<file path="src/rtl/alu_op_sequencer_pkg.sv">
// Shared definitions for the ALU microsequencer: opcodes, instruction field
// layout and the sequencer state encoding.
package alu_op_sequencer_pkg;

    localparam logic [2:0] OP_ADD = 3'b000;
    localparam logic [2:0] OP_SUB = 3'b001;
    localparam logic [2:0] OP_AND = 3'b010;
    localparam logic [2:0] OP_OR  = 3'b011;
    localparam logic [2:0] OP_NOT = 3'b100;
    localparam logic [2:0] OP_XOR = 3'b101;
    localparam logic [2:0] OP_SLL = 3'b110;
    localparam logic [2:0] OP_SRL = 3'b111;

    localparam int unsigned INSTR_W  = 13;
    localparam int unsigned BODY_W   = 12;
    localparam int unsigned HALT_BIT = 12;
    localparam int unsigned OPC_LSB  = 9;
    localparam int unsigned RD_LSB   = 6;
    localparam int unsigned RA_LSB   = 3;
    localparam int unsigned RB_LSB   = 0;

    typedef enum logic [2:0] {
        S_IDLE   = 3'd0,
        S_FETCH  = 3'd1,
        S_DECODE = 3'd2,
        S_EXEC   = 3'd3,
        S_DONE   = 3'd4
    } seq_state_e;

    // The halt bit is consumed at decode, so the instruction register keeps only the body.
    function automatic logic [2:0] field3(input logic [BODY_W-1:0] body, input int unsigned lsb);
        return body[lsb +: 3];
    endfunction

endpackage

</file>
<file path="src/rtl/alu_op_sequencer_regfile.sv">
// 8-entry register file: one synchronous write port, two operand read ports
// and a host read port, all reads combinational; synchronous active-low clear.
module seq_regfile #(
    parameter int WIDTH = 8,
    parameter int NREGS = 8
) (
    input  logic             clk,
    input  logic             clr_n,
    input  logic             we_i,
    input  logic [2:0]       waddr_i,
    input  logic [WIDTH-1:0] wdata_i,
    input  logic [2:0]       raddr_a_i,
    input  logic [2:0]       raddr_b_i,
    input  logic [2:0]       raddr_h_i,
    output logic [WIDTH-1:0] rdata_a_o,
    output logic [WIDTH-1:0] rdata_b_o,
    output logic [WIDTH-1:0] rdata_h_o
);

    logic [WIDTH-1:0] mem_q [NREGS];

    // Register storage with synchronous clear
    always_ff @(posedge clk) begin
        if (!clr_n) begin
            for (int i = 0; i < NREGS; i++) begin
                mem_q[i] <= '0;
            end
        end else if (we_i) begin
            mem_q[waddr_i] <= wdata_i;
        end
    end

    assign rdata_a_o = mem_q[raddr_a_i];
    assign rdata_b_o = mem_q[raddr_b_i];
    assign rdata_h_o = mem_q[raddr_h_i];

endmodule

</file>
<file path="src/rtl/alu_op_sequencer.sv">
// Microsequencer: fetches a stored program, drives the external ALU and writes
// results and flags back, one instruction every three cycles.
module alu_op_sequencer
    import alu_op_sequencer_pkg::*;
#(
    parameter int WIDTH      = 8,
    parameter int PROG_DEPTH = 16,
    parameter int NREGS      = 8,
    localparam int AW        = (PROG_DEPTH > 1) ? $clog2(PROG_DEPTH) : 1
) (
    input  logic               clk,
    input  logic               rst_n,
    input  logic               start,
    output logic               busy,
    output logic               done,
    output logic [AW-1:0]      prog_addr,
    input  logic [INSTR_W-1:0] prog_data,
    input  logic               host_we,
    input  logic [2:0]         host_waddr,
    input  logic [WIDTH-1:0]   host_wdata,
    input  logic [2:0]         host_raddr,
    output logic [WIDTH-1:0]   host_rdata,
    output logic [WIDTH-1:0]   alu_a,
    output logic [WIDTH-1:0]   alu_b,
    output logic [2:0]         alu_op,
    input  logic [WIDTH-1:0]   alu_y,
    input  logic               alu_c,
    input  logic               alu_zero,
    output logic               carry_flag,
    output logic               zero_flag,
    output logic [7:0]         instr_count
);

    localparam logic [AW-1:0] PC_LAST = AW'(PROG_DEPTH - 1);

    seq_state_e        state_q, state_d;
    logic [AW-1:0]     pc_q, pc_d;
    logic [BODY_W-1:0] ir_q, ir_d;
    logic              carry_q, carry_d;
    logic              zero_q, zero_d;
    logic [7:0]        cnt_q, cnt_d;

    logic              rf_we_s;
    logic [2:0]        rf_waddr_s;
    logic [WIDTH-1:0]  rf_wdata_s;
    logic [WIDTH-1:0]  rd_a_s, rd_b_s;
    logic [2:0]        opc_s, rd_s, ra_s, rb_s;
    logic              exec_s;

    assign opc_s  = field3(ir_q, OPC_LSB);
    assign rd_s   = field3(ir_q, RD_LSB);
    assign ra_s   = field3(ir_q, RA_LSB);
    assign rb_s   = field3(ir_q, RB_LSB);
    assign exec_s = (state_q == S_EXEC);

    seq_regfile #(
        .WIDTH (WIDTH),
        .NREGS (NREGS)
    ) u_regfile (
        .clk       (clk),
        .clr_n     (rst_n),
        .we_i      (rf_we_s),
        .waddr_i   (rf_waddr_s),
        .wdata_i   (rf_wdata_s),
        .raddr_a_i (ra_s),
        .raddr_b_i (rb_s),
        .raddr_h_i (host_raddr),
        .rdata_a_o (rd_a_s),
        .rdata_b_o (rd_b_s),
        .rdata_h_o (host_rdata)
    );

    // Next-state, datapath update and register-file write selection
    always_comb begin
        state_d    = state_q;
        pc_d       = pc_q;
        ir_d       = ir_q;
        carry_d    = carry_q;
        zero_d     = zero_q;
        cnt_d      = cnt_q;
        rf_we_s    = 1'b0;
        rf_waddr_s = host_waddr;
        rf_wdata_s = host_wdata;
        case (state_q)
            S_IDLE: begin
                rf_we_s = host_we;
                if (start) begin
                    pc_d    = '0;
                    cnt_d   = 8'd0;
                    carry_d = 1'b0;
                    zero_d  = 1'b0;
                    state_d = S_FETCH;
                end else begin
                    state_d = S_IDLE;
                end
            end
            S_FETCH: begin
                state_d = S_DECODE;
            end
            S_DECODE: begin
                ir_d = prog_data[BODY_W-1:0];
                if (prog_data[HALT_BIT]) begin
                    state_d = S_DONE;
                end else begin
                    state_d = S_EXEC;
                end
            end
            S_EXEC: begin
                // Operands were read this cycle, so rd==ra/rb sees the old value.
                rf_we_s    = 1'b1;
                rf_waddr_s = rd_s;
                rf_wdata_s = alu_y;
                carry_d    = alu_c;
                zero_d     = alu_zero;
                cnt_d      = cnt_q + 8'd1;
                if (pc_q == PC_LAST) begin
                    state_d = S_DONE;
                end else begin
                    pc_d    = pc_q + {{(AW-1){1'b0}}, 1'b1};
                    state_d = S_FETCH;
                end
            end
            S_DONE: begin
                state_d = S_IDLE;
            end
            default: begin
                state_d = S_IDLE;
            end
        endcase
    end

    // State and datapath registers
    always_ff @(posedge clk) begin
        if (!rst_n) begin
            state_q <= S_IDLE;
            pc_q    <= '0;
            ir_q    <= '0;
            carry_q <= 1'b0;
            zero_q  <= 1'b0;
            cnt_q   <= 8'd0;
        end else begin
            state_q <= state_d;
            pc_q    <= pc_d;
            ir_q    <= ir_d;
            carry_q <= carry_d;
            zero_q  <= zero_d;
            cnt_q   <= cnt_d;
        end
    end

    assign busy        = (state_q == S_FETCH) || (state_q == S_DECODE) || exec_s;
    assign done        = (state_q == S_DONE);
    assign prog_addr   = pc_q;
    assign carry_flag  = carry_q;
    assign zero_flag   = zero_q;
    assign instr_count = cnt_q;
    assign alu_a       = exec_s ? rd_a_s : '0;
    assign alu_b       = exec_s ? rd_b_s : '0;
    assign alu_op      = exec_s ? opc_s : 3'b000;

endmodule

</file>
<file path="config.mk">
export PLATFORM = sky130hd
export DESIGN_NAME = alu_op_sequencer
export DESIGN_NICKNAME = d
export VERILOG_FILES = /design/src/rtl/alu_op_sequencer_pkg.sv /design/src/rtl/alu_op_sequencer_regfile.sv /design/src/rtl/alu_op_sequencer.sv
export SDC_FILE = /design/constraint.sdc
export NUM_CORES = 1
export LEC_CHECK = 0
export CAP_MARGIN = 20
export CORE_ASPECT_RATIO = 1.5
export CORE_UTILIZATION = 40
export CTS_CLUSTER_SIZE = 25
export DETAILED_ROUTE_END_ITERATION = 10
export PLACE_DENSITY = 0.62
export SLEW_MARGIN = 5
export SYNTH_ARGS = -nofsm -noshare
export SYNTH_HDL_FRONTEND = slang
export SYNTH_SLANG_ARGS = --single-unit
</file>
<file path="constraint.sdc">
create_clock -name clk -period 3.3 [get_ports clk]
set_clock_uncertainty 0.15 [all_clocks]
set_input_delay 0.495 -clock clk [delete_from_list [all_inputs] [get_ports clk]]
set_output_delay 0.495 -clock clk [all_outputs]
set_load 0.02 [all_outputs]
</file>
* After elaboration in Yosys (flattened, before gate mapping)
Memory sizes are Yosys's and may differ from the RTL's. A register that Yosys moved wholly into a read port is not among the register bits.
Index checks and enable logic that the tools add are counted.
** Storage, ports and cells
- Input bits :: 41
- Word-level logic and storage cells :: 52
- Bits in registers :: 29
- Memories :: 1
- Bits in writable memories :: 64
** Memories
- u_regfile.mem_q :: words 8, bits a word 8, read ports 3, clocked after memory_dff 2, wr ports 8, line alu_op_sequencer_regfile.sv:20 : logic [WIDTH-1:0] mem_q [NREGS];
** Operators by class
- Add/subtract/negate cells :: 2
- Reductions and logical operators :: 7
- Equality and inequality tests :: 7
- Muxes and demuxes :: 29
** Operators by type and width (count)
- $mux 8 :: 5
- $mux 3 :: 9
- $pmux 8 s2 :: 1
- $pmux 3 s4 :: 1
- $add 8x1->8 const B :: 1
- $mux 4 :: 2
- $pmux 4 s2 :: 1
- $reduce_or 8->1 :: 1
- $mux 1 :: 7
- $eq 3x2->1 const B :: 2
- $pmux 1 s2 :: 3
- $add 4x1->4 const B :: 1
- $eq 4x4->1 const B :: 1
- $ne 2x2->1 const B :: 2
- $eq 3x1->1 const B :: 1
- $eq 3x3->1 const B :: 1
- $logic_not 3->1 :: 1
- $reduce_and 3->1 :: 1
- $logic_or 1x1->1 :: 2
- $reduce_and 2->1 :: 1
- $reduce_bool 2->1 :: 1

* Longest topological paths before layout
Gate-level depths: netlist (run 1).
- Depth after elaboration :: 7
- Gate-level depth with buffers :: 7
- Depth with buffers taken out :: 5

* Hierarchy
From an unflattened synthesis (run 1), not the netlist that was laid out.
** Second synthesis, totals
- Cell total of the unflattened synthesis :: 456
- Area, all modules :: 5736.8 um^2
** Modules (own cells, without submodules)
- seq_regfile :: times used 1, cells an instance 252, seq. area each 1921.8 um^2, area each 4066.4 um^2
- alu_op_sequencer :: times used 1, cells an instance 204, seq. area each 580.6 um^2, area each 1670.4 um^2

* Least setup slack after synthesis (run 1)
Ideal clock, no wire load.
- Path type :: in2out
- Start point :: input host_raddr[0]
- End point :: output host_rdata[0]
- Buffers on the path :: 2
- Stages on the path :: 4
- Path slack :: 795 ps
- Data required time :: 2655 ps
- Arrival :: 1860 ps
- Path through :: buf_2 > buf_2 > mux4_2 > mux2_2
** Between the ends
- Word-level cells in the longest chain between the ends :: 1
** Ends and longest elaborated chain
- from (decl) :: line alu_op_sequencer.sv:21 : input logic [2:0] host_raddr,
- $mem_v2 8x8
- to (decl) :: line alu_op_sequencer.sv:22 : output logic [WIDTH-1:0] host_rdata,
No other way between the ends.

* Worst setup path in the final report (run 1)
- Start point :: input host_raddr[0]
- End point :: output host_rdata[7]
The elaborated chain is that of the path after synthesis.

==> results of run 1 <==
[where the power goes]
group          switching (mW)  internal (mW)  total, mW
sequential             0.0465           1.37       1.42
clock                   0.455          0.531      0.986
combinational           0.201          0.212      0.413
[flip-flops by register name (all words and copies together), names as in the netlist, named ones only]
signal	count
carry_flag	1
instr_count	8
ir_q	12
prog_addr	4
state_q	3
u_regfile.mem_q	64
zero_flag	1
[metal layers]
metal / up-vias / GRT usage / part of all wire
li1: 1795 / - / -
met1: 1928 / 0.235 / 0.35
met2: 178 / 0.408 / 0.56
met3: 38 / 0.0437 / 0.060
met4: 0 / 0.105 / 0.038
met5: - / 0 / 0
[area by class of cell]
cell class / count / area (µm²) / share of cell area
repair buffers: 105 / 1010 / 0.151
clock buffers: 10 / 239 / 0.0358
inverters: 3 / 11.3 / 0.00169
flip-flops and latches: 99 / 2620 / 0.393
multi-input cells: 302 / 2550 / 0.383
clock inverters: 6 / 37.5 / 0.00563
well taps: 159 / 199 / 0.0298
[cells by family after synthesis]
family,after synthesis,share of synthesized area
simple gates,171,0.149
flops,99,0.493
mux,88,0.282
compound gates,41,0.0450
buf+inv,32,0.0261
fa+ha+maj,2,0.00471
[how the worst max path moves through the flow]
stage | endpoint | cells after the start | slack, ns | startpoint
5_1_grt | host_rdata[7] | 5 | 0.004 | host_raddr[0]
2_1_floorplan | host_rdata[0] | 4 | 0.80 | host_raddr[0]
6_report | host_rdata[7] | 5 | 0.1 | host_raddr[0]
4_1_cts | host_rdata[7] | 5 | 0.08 | host_raddr[0]
3_3_place_gp | host_rdata[7] | 5 | 0.10 | host_raddr[0]
3_5_place_dp | host_rdata[7] | 5 | 0.09 | host_raddr[0]
[placed cells by master (no fill, tap or decap), types with 2 or more instances in the layout]
| cell type | count |
|---|---|
| nor3_1 | 5 |
| or3b_2 | 3 |
| clkdlybuf4s50_1 | 83 |
| nand2_1 | 36 |
| a31oi_1 | 4 |
| o21ai_0 | 8 |
| a21oi_1 | 22 |
| and3_1 | 4 |
| mux4_2 | 48 |
| clkbuf_16 | 9 |
| mux2_2 | 12 |
| clkinv_2 | 3 |
| dfxtp_1 | 35 |
| nor2_1 | 96 |
| nand4_2 | 8 |
| nand3_1 | 6 |
| edfxtp_1 | 64 |
| inv_1 | 3 |
| buf_4 | 21 |
| mux2i_1 | 28 |
| and2_1 | 4 |
| a22oi_1 | 3 |
| ha_1 | 2 |
[critical path, cell delays in order]
cell and delay [ns]:
clkdlybuf4s50_1 0.51, buf_12 0.19, mux4_2 0.51, mux2_2 0.30, clkdlybuf4s50_1 0.54
==> out/summary.json, run 1 <==
{
  "cts": {
    "clk_latency_worst_skew_pair_ns": 0.34,
    "ctsResizeCount": 0,
    "cts_buffer_depth": 2,
    "clk_transition_reported_paths_ns": 0.06,
    "post_cts_buffers": 0,
    "tritoncts_num_sinks": 99,
    "cts-buffers-inserted": 9,
    "tritoncts_clock_tree": "done",
    "cts_hold_buf": 0,
    "cts_root_buffer": "clkbuf_16",
    "h-tree-depth": 3
  },
  "synth": {
    "ys_top_cells_by_count": "nor2_1 (96), edfxtp_1 (64), mux4_2 (48)",
    "synth_cells": 433,
    "ys_types": 36,
    "seq_area_frac_synth": 0.493,
    "ys_async_sr_fraction": 0,
    "synth.largest_area_cell": "edfxtp_1",
    "syn-num-nets": 476,
    "postSynthRegisterBits": 99,
    "synthesis.yosys.warnings": 0,
    "synth_top_cell_area_share": 0.362,
    "most_used_flip_flop_cell_after_synthesis": "edfxtp_1",
    "synth_enable_flop_cells": 64,
    "postSynthAreaPerCell_um2": 12.3,
    "ys_top_cells_by_area": "edfxtp_1 (36%), mux4_2 (20%), dfxtp_1 (13%)",
    "synth_most_common_cell": "nor2_1",
    "synth_cell_area_um2": 5320
  },
  "floorplan": {
    "floorplan.initialDensity": 0.410,
    "std_cell_rows": 51,
    "chipWidth_um": 96.1,
    "die_area_um2": 13800,
    "core_um2": 13000,
    "design.portCount": 84,
    "dieHeight_um": 143
  },
  "timing": {
    "fin_ws_ns": 0.100,
    "report.final.hold_viol_count": 0,
    "finalCritPeriodShare": 0.970,
    "fmax_ghz": 0.312,
    "final_period_minus_worst_setup_slack_ns": 3.20,
    "fin_setup_tns_ns": 0,
    "grt_setup_unrepaired": "false",
    "slew_at_the_pin_with_the_worst_max_slew_slack_ns": 0.828,
    "max_transition_viols_final": 0,
    "relSlewSlack": 0.448,
    "final-setup-viol-count": 0,
    "worst_hold_margin_ns": 0.302
  },
  "placement": {
    "gp_congestion": 0.866,
    "placed_cells": 668,
    "post-place-ws_ns": 0.0859,
    "detailed_place.area_um2": 6390,
    "io_buffer_count": 83,
    "dp.final_hpwl_um": 10400
  },
  "power_and_ir_drop": {
    "ir_drop_uv": 234,
    "totalPowerFinal_mw": 2.82,
    "power.leakage_nw": 2.29,
    "powerDensity_nw_per_um2": 422
  },
  "min_path": {
    "min_delay_worst_endpoint": "ir_q[9]",
    "holdCritPathClass": "flop to flop",
    "hold_crit_start": "ir_q[9]",
    "min_delay_path_depth": 2
  },
  "worst_setup_path": {
    "timing.critical_path.arrival_ns": 2.56,
    "worst-endpoint-required_ns": 2.65,
    "worst-r2r-setup-slack_ns": 0.59,
    "setup.worst_path.class": "input pin to output port",
    "timing.rr.start": "state_q[2]",
    "worstSetupStartpointType": "input pin",
    "crit_path_end_kind": "output port",
    "worstReg2RegEnd": "u_regfile.mem_q[0][0]",
    "r2r_cells": 5,
    "timing.critical_path.fanout_max": 16
  },
  "routing": {
    "drt_iter0_drc": 246,
    "wire_per_inst_um": 20.8,
    "first_pass_iters": 7,
    "detail_route.vias_per_cell": 5.76,
    "routed_wirelength_um": 14200,
    "detail-route-antenna-nets": 0,
    "detailroute.via_count": 3939,
    "route.detailed.drc": 0
  },
  "layout": {
    "areaGrowthSynthToFinish_pct": 25.5,
    "finalInstanceArea_um2": 6670,
    "final_cell_count_no_fill": 684,
    "layout.filler_cells": 1152,
    "final_core_utilization": 0.515,
    "drive_above_1_share": 0.213,
    "number_of_nets_in_the_final_layout": 563,
    "diodes": 0
  },
  "grt": {
    "grt-ovfl-total": 0,
    "grt_antenna_before_repair": 0,
    "grt_start_max_net_pins": 32,
    "grt_pass1_wl_um": 21600,
    "grt_usage": 0.222,
    "grt_pass1_vias": 4079
  },
  "outcome": {
    "run_status": "finished, final reports clean"
  },
  "flow_run": {
    "max_cap_viols": 0
  }
}
No activity file was read; power rests on OpenSTA's default activity.
==> run 2: changes to the inputs <==
--- a/config.mk
+++ b/config.mk
@@ -10,6 +10,7 @@
 export CORE_UTILIZATION = 40
 export CTS_CLUSTER_SIZE = 25
 export DETAILED_ROUTE_END_ITERATION = 10
+export GPL_ROUTABILITY_DRIVEN = 1
 export PLACE_DENSITY = 0.62
 export SLEW_MARGIN = 5
 export SYNTH_ARGS = -nofsm -noshare
==> results of run 2 <==
Final layout, timing and power as in run 1 (identical DEF).
